### config.mk
export PLATFORM = sky130hd
export DESIGN_NAME = rom_access_arbiter
export DESIGN_NICKNAME = d
export VERILOG_FILES = /design/src/rtl/rom_access_arbiter_pkg.sv /design/src/rtl/rom_access_arbiter_rr_arb2.sv /design/src/rtl/rom_access_arbiter.sv
export SDC_FILE = /design/constraint.sdc
export NUM_CORES = 1
export LEC_CHECK = 0
export CORE_AREA = 2 2 91 93
export DETAILED_ROUTE_END_ITERATION = 6
export DIE_AREA = 0 0 93 95
export PLACE_DENSITY_LB_ADDON = 0.25
export SLEW_MARGIN = 10
export SYNTH_ARGS = -nofsm -noshare
export SYNTH_HDL_FRONTEND = slang
export SYNTH_HIERARCHICAL = 1
export SYNTH_SLANG_ARGS = --single-unit
### constraint.sdc
create_clock -name clk -period 7.4 [get_ports clk]
set_clock_uncertainty 0.05 [all_clocks]
set_input_delay 0.74 -clock clk [delete_from_list [all_inputs] [get_ports clk]]
set_output_delay 0.74 -clock clk [all_outputs]
set_load 0.005 [all_outputs]
### src/rtl/rom_access_arbiter_pkg.sv
// Shared definitions for the program-ROM access arbiter: sizes, FSM states
// and the owner tag that routes read responses back to the issuing port.
package rom_access_arbiter_pkg;

  localparam int XLEN      = 32;
  localparam int ROM_DEPTH = 2048;
  localparam int ADDR_W    = $clog2(ROM_DEPTH);

  typedef enum logic [1:0] {
    ST_RUN   = 2'd0,
    ST_DRAIN = 2'd1,
    ST_PGM   = 2'd2
  } state_e;

  // Owner value doubles as the requester index inside the round-robin arbiter.
  typedef enum logic {
    OWN_IF = 1'b0,
    OWN_DR = 1'b1
  } owner_e;

endpackage

### src/rtl/rom_access_arbiter_rr_arb2.sv
// Two-requester round-robin arbiter. The pointer names the port that wins a
// tie; after any grant it moves to the port that was not granted.
module rr_arb2
  import rom_access_arbiter_pkg::*;
(
  input  logic       clk,
  input  logic       rst,
  input  logic [1:0] req_i,
  input  logic       en_i,
  input  logic       adv_i,
  output logic [1:0] gnt_o,
  output logic       ptr_o
);

  logic ptr_q;
  logic ptr_d;

  always_comb begin
    gnt_o = 2'b00;
    if (en_i) begin
      if (req_i == 2'b11) begin
        gnt_o = (ptr_q == OWN_DR) ? 2'b10 : 2'b01;
      end else begin
        gnt_o = req_i;
      end
    end
  end

  // Granting IF hands priority to DR and vice versa.
  always_comb begin
    ptr_d = ptr_q;
    if (adv_i && (gnt_o != 2'b00)) begin
      ptr_d = gnt_o[OWN_IF];
    end
  end

  always_ff @(posedge clk or posedge rst) begin
    if (rst) begin
      ptr_q <= OWN_IF;
    end else begin
      ptr_q <= ptr_d;
    end
  end

  assign ptr_o = ptr_q;

endmodule

### src/rtl/rom_access_arbiter.sv
// Single-port program-ROM arbiter: round-robin IF/DR reads with tagged
// one-cycle responses, plus a loader write mode that holds the core.
module rom_access_arbiter
  import rom_access_arbiter_pkg::*;
(
  input  logic              clk,
  input  logic              rst,
  input  logic              if_req,
  input  logic [XLEN-1:0]   if_addr,
  output logic              if_gnt,
  output logic              if_rvalid,
  output logic              if_err,
  input  logic              dr_req,
  input  logic [XLEN-1:0]   dr_addr,
  output logic              dr_gnt,
  output logic              dr_rvalid,
  output logic              dr_err,
  output logic [XLEN-1:0]   rdata,
  input  logic              pg_start,
  input  logic              pg_done,
  input  logic              pg_req,
  input  logic [ADDR_W-1:0] pg_addr,
  input  logic [XLEN-1:0]   pg_wdata,
  output logic              pg_gnt,
  output logic              core_hold,
  output logic              rom_en,
  output logic              rom_we,
  output logic [ADDR_W-1:0] rom_addr,
  output logic [XLEN-1:0]   rom_wdata,
  input  logic [XLEN-1:0]   rom_rdata,
  output logic [1:0]        dbg_state
);

  state_e      state_q;
  logic        core_hold_q;
  logic        rvalid_q;
  owner_e      owner_q;
  logic        err_q;

  logic [1:0]      gnt;
  logic            arb_en;
  logic            arb_ptr;
  logic            rd_go;
  logic            rd_oor;
  logic            pg_wr;
  logic [XLEN-1:0] sel_addr;
  logic            unused_addr_bits;

  // pg_start wins over any read in the cycle it arrives.
  assign arb_en = (state_q == ST_RUN) && !pg_start && !rst;

  rr_arb2 u_rr_arb2 (
    .clk   (clk),
    .rst   (rst),
    .req_i ({dr_req, if_req}),
    .en_i  (arb_en),
    .adv_i (rd_go),
    .gnt_o (gnt),
    .ptr_o (arb_ptr)
  );

  assign rd_go    = |gnt;
  assign sel_addr = gnt[OWN_DR] ? dr_addr : if_addr;
  assign rd_oor   = |sel_addr[XLEN-1:ADDR_W+2];
  assign pg_wr    = (state_q == ST_PGM) && pg_req && !rst;

  assign unused_addr_bits = &{sel_addr[1:0], arb_ptr};

  always_comb begin
    rom_en    = 1'b0;
    rom_we    = 1'b0;
    rom_addr  = '0;
    rom_wdata = '0;
    if (pg_wr) begin
      rom_en    = 1'b1;
      rom_we    = 1'b1;
      rom_addr  = pg_addr;
      rom_wdata = pg_wdata;
    end else if (rd_go && !rd_oor) begin
      rom_en   = 1'b1;
      rom_addr = sel_addr[ADDR_W+1:2];
    end
  end

  assign if_gnt = gnt[OWN_IF];
  assign dr_gnt = gnt[OWN_DR];
  assign pg_gnt = pg_wr;

  always_ff @(posedge clk or posedge rst) begin
    if (rst) begin
      state_q     <= ST_RUN;
      core_hold_q <= 1'b0;
    end else begin
      case (state_q)
        ST_RUN: begin
          if (pg_start) begin
            state_q     <= ST_DRAIN;
            core_hold_q <= 1'b1;
          end
        end
        ST_DRAIN: begin
          state_q     <= ST_PGM;
          core_hold_q <= 1'b1;
        end
        ST_PGM: begin
          if (pg_done) begin
            state_q     <= ST_RUN;
            core_hold_q <= 1'b0;
          end
        end
        default: begin
          state_q     <= ST_RUN;
          core_hold_q <= 1'b0;
        end
      endcase
    end
  end

  // Response tag: one read in flight at most, returned the following cycle.
  always_ff @(posedge clk or posedge rst) begin
    if (rst) begin
      rvalid_q <= 1'b0;
      owner_q  <= OWN_IF;
      err_q    <= 1'b0;
    end else begin
      rvalid_q <= rd_go;
      owner_q  <= gnt[OWN_DR] ? OWN_DR : OWN_IF;
      err_q    <= rd_go && rd_oor;
    end
  end

  assign if_rvalid = rvalid_q && (owner_q == OWN_IF);
  assign dr_rvalid = rvalid_q && (owner_q == OWN_DR);
  assign if_err    = if_rvalid && err_q;
  assign dr_err    = dr_rvalid && err_q;
  assign rdata     = (rvalid_q && !err_q) ? rom_rdata : '0;
  assign core_hold = core_hold_q;
  assign dbg_state = state_q;

endmodule
==> results of run 1 <==
## final timing paths
path	from	endpoint	slack (ns)
max in group asynchronous	rst	dbg_state[1]	6.28
hold reg to reg	core_hold	core_hold	0.42
min in group asynchronous	rst	u_rr_arb2/ptr_o	0.73
setup / recovery	rst	rom_addr[10]	2.37
setup reg to reg	dbg_state[0]	err_q	4.93
hold / removal	core_hold	core_hold	0.42
## Yosys cell counts, types with 2 or more instances
master    count
buf_2         2
nor3_1        2
nor2b_1       2
nor2_1        5
o31ai_2      10
and2_1       66
nor4_1        6
dfrtp_1       7
clkbuf_1      8
mux2i_1      12
nand2_1      16
o21ai_0       2
nand4_1       2
buf_6         2
inv_1         4
a21oi_1       2
## tightest hold or removal path: cells and delay by family, from the launching register on
| kind | cells | cell delay [ns] |
|---|---|---|
| simple gates | 1 | 0.05 |
| flops | 1 | 0.33 |
| compound gates | 1 | 0.06 |
## per-stage QoR
stage                util  hold WS [ns]  total power [mW]  std cells  setup slack (ns)
floorplan               -         0.419             0.136        162              3.89
global placement    0.453         0.414             0.305        485              2.39
detailed placement  0.453         0.421             0.308        485              2.30
CTS                 0.458         0.430             0.363        489              2.28
global route        0.458         0.501             0.386        489              2.06
finish              0.458         0.421             0.357        489              2.37
## final cells by class
class,count,area (um^2)
clock buffers,3,41.3
clock inverters,1,5.00
fillers,801,4290
inverters,4,15.0
multi-input cells,138,962
flip-flops and latches,7,175
well taps,105,131
repair buffers,231,2300
## cell families after synthesis
kind of cell,after synthesis
multiplexers,12
AO/OA/AOI/OAI,19
flip-flops,7
AND/OR/NAND/NOR,107
buffers and inverters,17
## power breakdown
| part | leakage (nW) | internal (mW) | switching, mW | total [mW] |
|---|---|---|---|---|
| clock network | 0.0255 | 0.0365 | 0.0171 | 0.0535 |
| logic | 1.23 | 0.166 | 0.0728 | 0.239 |
| registers | 0.0892 | 0.0502 | 0.0141 | 0.0643 |
| total | 1.35 | 0.253 | 0.104 | 0.357 |
## registers in the layout, summed over array words and instances, names as in the netlist
register and cells:
owner_q 1, dbg_state 2, core_hold 1, u_rr_arb2/ptr_o 1, rvalid_q 1, err_q 1
## metal layers
| layer | track usage | vias to the layer above | routed length, um |
|---|---|---|---|
| li1 | - | 991 | - |
| met1 | 0.128 | 866 | 2040 |
| met2 | 0.249 | 136 | 3230 |
| met3 | 0.0527 | 8 | 858 |
| met4 | 0.0429 | 0 | 159 |
| met5 | 0 | - | 0 |
==> summary.txt, run 1 <==
Worst setup path
  • Reg2Reg Depth: 7
  • Setup CP Type: in -> out
  • Slowest cell on crit path: a221o_1
  • CP Max Fanout: 12
  • Worst path required time: 6.61 ns
  • Critical path capture point type: primary output
  • Startpoint Class: input pin
  • CP peak stage delay: 0.64 ns
  • WP buf/inv: 2
  • Cell Chain, Critical Path: clkdlybuf4s50_1 > nor4_1 > nand2_1 > a21oi_2 > nor4b_2 > nand4_1 > a221o_1 > o31ai_1 > clkdlybuf4s50_1
  • Arrival time at the worst endpoint: 4.24 ns
  • Most used cell, CP: clkdlybuf4s50_1
  • CP delay by family, top: compound AO/OA/AOI/OAI gates
  • Critical Path Stages: 9

Finish
  • Most common cell after layout, fill and taps aside: clkdlybuf4s50_1
  • Area delta synth->final: 202%
  • Fin nets: 531
  • Post-route cell area: 0.00363 mm^2
  • Most frequent cells in the layout: clkdlybuf4s50_1 (228), and2_1 (66), nand2_1 (16)
  • Antenna Cells: 0
  • Share of cells above drive strength 1: 0.0547

Yosys
  • Post-synthesis sequential area ratio: 0.146
  • Post-synth EDFFs: 0
  • Synth Cell Area: 0.00120 mm^2
  • Async set-reset flop share out of synthesis: 1.00
  • Most area-hungry cell type in the Yosys netlist: and2_1
  • Synth Warn #: 6
  • FF+latch count, synth: 7
  • Mux cell area share after synthesis: 0.0998
  • Main synth FF type: dfrtp_1
  • Post-Synth Simple-Gate Area: 0.530
  • Largest cells by area after synthesis: and2_1 (34%), dfrtp_1 (15%), o31ai_2 (10%), mux2i_1 (10%), nand2_1 (5.0%)
  • Complex-gate fraction of the synthesized area: 0.154
  • Area fraction of the dominant cell type after synthesis: 0.343
  • Post-Synth Adder-Cell Area: 0
  • Syn_nets: 308
  • Largest family of logic cells by synthesized area: simple AND/OR/NAND/NOR gates
  • Post-synthesis area per instance: 7.43 um^2
  • Yosys cell types: 30
  • Synth Area in XOR/XNOR: 0
  • Mapped Cells: 162

Routing
  • Vias: 2001
  • Vias per inst: 4.09
  • Routed wire length: 6.28 mm
  • # DRC: 0
  • Final ANT Viol Nets: 0
  • Wire per inst: 12.8 um
  • Drt initial violations: 21
  • DRT Pass-1 Iters: 4

STA
  • Fin crit share: 0.680
  • Setup TNS Final: 0 ns
  • Worst Max-Slew Pin Slew: 0.705 ns
  • Slew headroom: 0.530
  • Setup-failing EPs final: 0
  • Final Hold Viols: 0
  • RSZ-0062 raised after global routing: false
  • Max Clk Rate: 199 MHz
  • Final min period: 5.03 ns
  • Fin. max-slew vios: 0

Clocking
  • Number of CTS-inserted buffers: 3
  • Number of cells upsized or downsized after cts: 0
  • TritonCTS clock tree: yes
  • Root Driver: clkbuf_8
  • Hold Buf Count CTS: 0
  • Setup bufs post-CTS: 0
  • CTS max path bufs: 2
  • Clock latency on the worst-skew pair: 0.23 ns
  • H-tree levels: 1
  • Clk slew on worst S/H paths: 0.04 ns
  • # clock sinks: 7

Floorplanning
  • Die height: 95 um
  • Chip width: 93 um
  • Initial core utilization: 0.152
  • Boundary Pins: 233
  • Cell Rows: 33
  • Core ar.: 0.00793 mm^2
  • Die ar.: 0.00884 mm^2

GRT
  • Remaining global-route overflow: 0
  • Initial antenna violation count: 0
  • Vias in the first global route: 1935
  • Largest net degree at the start of global routing: 58
  • Total global-route track usage: 0.130
  • First-pass GRT wire length: 9.33 mm

Placed design
  • RD Place Congestion: 0.707
  • # port buffers: 228
  • Detailed placement HPWL: 5.70 mm
  • Post-place instance area: 0.00359 mm^2

Run
  • Max Cap Violations: 0

Hold path
  • Hold Path Class: reg -> reg
  • Cells on Worst Hold Path: 2

Power and ir drop
  • Maximum VDD drop: 0.0000480 V
  • Lkg Pwr: 1.35 nW
  • Power per Cell Area: 98.2 mW/mm^2

Run status
  • Status: complete, no violations
No activity file was read; power rests on OpenSTA's default activity.
==> run 2, diff against run 1 <==
--- a/config.mk
+++ b/config.mk
@@ -5,9 +5,9 @@
 export SDC_FILE = /design/constraint.sdc
 export NUM_CORES = 1
 export LEC_CHECK = 0
-export CORE_AREA = 2 2 91 93
+export CORE_AREA = 2 2 90 92
 export DETAILED_ROUTE_END_ITERATION = 6
-export DIE_AREA = 0 0 93 95
+export DIE_AREA = 0 0 92 94
 export PLACE_DENSITY_LB_ADDON = 0.25
 export SLEW_MARGIN = 10
 export SYNTH_ARGS = -nofsm -noshare
==> constraint.sdc (replaced) <==
create_clock -name clk -period 4.2 [get_ports clk]
set_clock_uncertainty 0.05 [all_clocks]
set_input_delay 0.42 -clock clk [delete_from_list [all_inputs] [get_ports clk]]
set_output_delay 0.42 -clock clk [all_outputs]
set_load 0.005 [all_outputs]
==> run 2 against run 1 <==
Flip-flop and latch count unchanged. Via count unchanged. Largest power group unchanged. Critical path type unchanged. Combinational power increased by 78%. Register-to-register slack got worse by 3.0 ns. Count of clock-buffer cells in the layout increased by 1. Sequential share of layout area about the same. Power increased by 76%.
==> summary.txt, run 2 (synthesis gave the netlist of run 1 again) <==
Clocking
  • # clock sinks: 7
  • Root Driver: clkbuf_8
  • Hold Buf Count CTS: 0
  • Clock latency on the worst-skew pair: 0.22 ns
  • Number of CTS-inserted buffers: 3
  • Clk slew on worst S/H paths: 0.04 ns
  • Number of cells upsized or downsized after cts: 0
  • CTS max path bufs: 2
  • H-tree levels: 1
  • TritonCTS clock tree: yes
  • Setup bufs post-CTS: 0

GRT
  • Total global-route track usage: 0.139
  • Vias in the first global route: 2002
  • Remaining global-route overflow: 0
  • First-pass GRT wire length: 9.73 mm
  • Initial antenna violation count: 0
  • Largest net degree at the start of global routing: 58

STA
  • Max Clk Rate: 254 MHz
  • Fin crit share: 0.938
  • RSZ-0062 raised after global routing: false
  • Final min period: 3.94 ns
  • Final Hold Viols: 0
  • Slew headroom: 0.657
  • Worst Max-Slew Pin Slew: 0.515 ns
  • Setup-failing EPs final: 0
  • Fin. max-slew vios: 0
  • Setup TNS Final: 0 ns

Worst setup path
  • Critical path origin: rst
  • Crit path to: rom_addr[10]
  • Reg2reg start: dbg_state[0]
  • Flop2flop setup slack: 1.97 ns
  • Reg2reg end: err_q
  • Reg2Reg Depth: 8
  • Critical path capture point type: primary output
  • Arrival time at the worst endpoint: 3.47 ns
  • CP Max Fanout: 12
  • Setup CP Type: in -> out
  • Worst path required time: 3.73 ns
  • Startpoint Class: input pin

Floorplanning
  • Initial core utilization: 0.158
  • Core ar.: 0.00761 mm^2
  • Boundary Pins: 233
  • Die ar.: 0.00865 mm^2
  • Chip width: 92 um
  • Cell Rows: 32
  • Die height: 94 um

Power and ir drop
  • Clock power frac: 0.142
  • Tot Pwr: 629 uW
  • Share of power burned in registers: 0.182
  • Sw frac: 0.285
  • Switching pwr: 179 uW
  • Power per Cell Area: 172 mW/mm^2
  • Gate power share: 0.676
  • Internal power: 450 uW
  • Lkg Pwr: 1.36 nW
  • Maximum VDD drop: 0.0000704 V

Placed design
  • # port buffers: 228
  • Detailed placement HPWL: 5.62 mm
  • RD Place Congestion: 0.739

Finish
  • Most frequent cells in the layout: clkdlybuf4s50_1 (228), and2_1 (66), nand2_1 (16)
  • Share of cells above drive strength 1: 0.0620
  • Fin nets: 534
  • Antenna Cells: 0
  • Area delta synth->final: 204%
  • Most common cell after layout, fill and taps aside: clkdlybuf4s50_1
  • Max reg flops: 2

Run status
  • Status: complete, no violations

Routing
  • Routed wire length: 6.31 mm
  • Vias per inst: 4.09
  • # DRC: 0
  • Vias: 2001
  • Final ANT Viol Nets: 0
  • DRT Pass-1 Iters: 4
  • Wire per inst: 12.9 um
  • Drt initial violations: 21

Run
  • Max Cap Violations: 0

Hold path
  • Hold Path Class: reg -> reg
  • Hold Path Origin: core_hold
## run 2: cell types whose count changed in the layout (fill, tap and decap cells not counted)
cell | before | now
a221o_1 | 1 | 0
a221o_2 | 0 | 1
buf_4 | 3 | 6
clkbuf_1 | 0 | 1
clkinv_2 | 1 | 0
## run 2: per-stage QoR
stage | hold slack [ns] | util | worst slack [ns] | std cells | instance area (um^2)
after detailed placement | 0.433 | 0.474 | 0.0895 | 485 | 3610
after floorplan | 0.0987 | - | 1.25 | 162 | 1200
after global placement | 0.423 | 0.474 | 0.151 | 485 | 3610
after global routing | 0.471 | 0.480 | 0.0123 | 489 | 3650
final | 0.428 | 0.480 | 0.261 | 489 | 3650
after CTS | 0.440 | 0.480 | 0.0681 | 489 | 3650
## run 2: routing by layer
layer	wire length (um)	GRT usage	up-vias
li1	-	-	996
met1	2060	0.135	858
met2	3310	0.275	145
met3	927	0.0642	2
met4	25	0.0187	0
met5	0	0	-
## run 2: worst min path at each step
stage                            endpoint  cells past startpoint  slack, ns
after detailed placement        core_hold                      2       0.43
after global placement          core_hold                      2       0.42
after floorplan           u_rr_arb2/ptr_o                      1        0.1
after global routing      u_rr_arb2/ptr_o                      3       0.47
final                           core_hold                      2       0.43
after CTS                       core_hold                      2       0.44
## run 2: cell type report
class | count | area [um^2]
timing repair buffer | 234 | 2330
inverter | 4 | 15.0
tap | 102 | 128
sequential | 7 | 175
clock buffer | 4 | 45.0
multi-input combinational | 138 | 963
fill | 735 | 3950
## run 2: critical path, stage by stage
cell,delay (ns)
clkdlybuf4s50_1,0.41
nor4_1,0.34
buf_4,0.20
nand2_1,0.06
a21oi_2,0.19
nor4b_2,0.25
nand4_1,0.17
a221o_2,0.59
o31ai_1,0.29
clkdlybuf4s50_1,0.54
## run 2: power by group through the flow
| stage | sequential, mW | combinational, mW | clock (mW) |
|---|---|---|---|
| floorplan | 0.109 | 0.129 | 0 |
| global placement | 0.114 | 0.430 | 0 |
| detailed placement | 0.116 | 0.431 | 0 |
| CTS | 0.115 | 0.433 | 0.0915 |
| global route | 0.120 | 0.465 | 0.0944 |
| finish | 0.114 | 0.425 | 0.0896 |
==> run 3, diff against run 2 <==
--- a/config.mk
+++ b/config.mk
@@ -9,6 +9,7 @@
 export DETAILED_ROUTE_END_ITERATION = 6
 export DIE_AREA = 0 0 92 94
 export PLACE_DENSITY_LB_ADDON = 0.25
+export SETUP_SLACK_MARGIN = 0.15
 export SLEW_MARGIN = 10
 export SYNTH_ARGS = -nofsm -noshare
 export SYNTH_HDL_FRONTEND = slang
==> run 3 against run 2 <==
Non-clock buffer count did not move. Setup slack improved by 0.14 ns. Power rose by 0.31%. Maximum frequency rose by 3.6%. Flip-flop and latch count did not move. Sequential power barely moved. Routed wire length fell by 0.13%. Via count barely moved. Cell area rose by 0.45%. Final cell count did not move. Utilization rose by 0.21 points. Largest cell class unchanged.
==> summary.txt, run 3 (synthesis gave the netlist of run 1 again) <==
Run status
  • Status: complete, no violations

Clocking
  • Clock latency on the worst-skew pair: 0.22 ns
  • TritonCTS clock tree: yes
  • Number of CTS-inserted buffers: 3
  • Clk slew on worst S/H paths: 0.04 ns
  • # clock sinks: 7
  • Setup bufs post-CTS: 0
  • Hold Buf Count CTS: 0
  • Root Driver: clkbuf_8
  • CTS max path bufs: 2
  • H-tree levels: 1

GRT
  • First-pass GRT wire length: 9.73 mm
  • Largest net degree at the start of global routing: 58
  • Initial antenna violation count: 0
  • Total global-route track usage: 0.139
  • Vias in the first global route: 2002
  • Remaining global-route overflow: 0

Floorplanning
  • Core ar.: 0.00761 mm^2
  • Chip width: 92 um
  • Die ar.: 0.00865 mm^2
  • Die height: 94 um
  • Initial core utilization: 0.158
  • Cell Rows: 32
  • Boundary Pins: 233

Power and ir drop
  • Maximum VDD drop: 0.0000713 V
  • Power per Cell Area: 172 mW/mm^2
  • Tot Pwr: 631 uW
  • Lkg Pwr: 1.38 nW

Finish
  • Most common cell after layout, fill and taps aside: clkdlybuf4s50_1
  • Non-Filler Instances: 489
  • Sequential cell area: 175 um^2
  • Fin nets: 534
  • Util after Layout: 0.482
  • Footprint of the multi-input gates: 980 um^2
  • Area delta synth->final: 205%
  • Antenna Cells: 0
  • Share of cells above drive strength 1: 0.0646
  • Most frequent cells in the layout: clkdlybuf4s50_1 (228), and2_1 (66), nand2_1 (16)
  • Fillers: 735
  • Max reg flops: 2

STA
  • Fin crit share: 0.906
  • PnR worst setup slack: 0.396 ns
  • Max Clk Rate: 263 MHz
  • Worst Max-Slew Pin Slew: 0.508 ns
  • Setup TNS Final: 0 ns
  • Setup-failing EPs final: 0
  • RSZ-0062 raised after global routing: false
  • Slew headroom: 0.661
  • Final min period: 3.80 ns
  • Final Hold Viols: 0
  • Fin. max-slew vios: 0

Placed design
  • Pre-CTS WS: 0.0895 ns
  • Placed cells: 485
  • RD Place Congestion: 0.739
  • # port buffers: 228
  • Detailed placement HPWL: 5.62 mm

Routing
  • # DRC: 0
  • DRT Pass-1 Iters: 6
  • Vias: 2000
  • Vias per inst: 4.09
  • Wire per inst: 12.9 um
  • Drt initial violations: 17
  • Final ANT Viol Nets: 0
  • Routed wire length: 6.31 mm

Worst setup path
  • CP Max Fanout: 12
  • Startpoint Class: input pin
  • Critical path capture point type: primary output
  • Worst path required time: 3.73 ns
  • Setup CP Type: in -> out
  • Cell Chain, Critical Path: clkdlybuf4s50_1 > nor4_2 > buf_4 > nand2_1 > a21oi_2 > buf_4 > nor4_2 > nand4_1 > a221o_4 > o31ai_2 > clkdlybuf4s50_1
  • Slowest cell on crit path: a221o_4
  • CP peak stage delay: 0.58 ns
  • Arrival time at the worst endpoint: 3.33 ns

Hold path
  • Hold Path Class: reg -> reg

Run
  • Max Cap Violations: 0
run 3: changes by cell type in the layout (fill, tap and decap cells not counted):
cell / change
a221o_4: +1
nor4_2: +1
nor4_1: -1
a221o_2: -1
run 3: critical path, delay by kind of cell:
kind | cells | cell delay (ns)
AO/OA/AOI/OAI | 3 | 0.90
buffers and inverters | 4 | 1.42
AND/OR/NAND/NOR | 4 | 0.60
run 3: worst paths after layout:
path | from | end | slack (ns) | depth (start not counted)
worst max-delay path | pg_start | rom_addr[3] | 0.40 | 11
worst min-delay path | core_hold | core_hold | 0.43 | 2
worst max register to register | dbg_state[0] | u_rr_arb2/ptr_o | 2.03 | 9
worst min register to register | core_hold | core_hold | 0.43 | 2
max in group asynchronous | rst | dbg_state[1] | 3.36 | 3
min in group asynchronous | rst | u_rr_arb2/ptr_o | 0.48 | 3
run 3: area by class of cell:
type,count,share of cell area
Inverter,4,0.00409
Sequential cell,7,0.0477
Timing Repair Buffer,234,0.634
Multi-Input combinational cell,138,0.267
Clock buffer,4,0.0123
Tap cell,102,0.0348
run 3: where the power goes:
group	internal [mW]	switching [mW]
sequential	0.0885	0.0268
clock	0.0652	0.0244
combinational	0.297	0.129
total	0.451	0.180
run 3: stage by stage:
step	cell area (um^2)	hold WS, ns
after floorplan	1200	0.0987
after global placement	3610	0.423
after detailed placement	3610	0.433
after CTS	3650	0.440
after global routing	3670	0.490
final	3670	0.428
run 3: what timing repair did:
item                       in CTS  in global routing
resized for setup               1                  2
pin swaps                       0                  1
setup endpoints to repair      12                 11
run 3: routing by layer:
| layer | GRT usage | share of wire | vias up |
|---|---|---|---|
| li1 | - | - | 998 |
| met2 | 0.275 | 0.53 | 142 |
| met5 | 0 | 0 | - |
| met3 | 0.0642 | 0.15 | 2 |
| met4 | 0.0187 | 0.0040 | 0 |
| met1 | 0.135 | 0.32 | 858 |
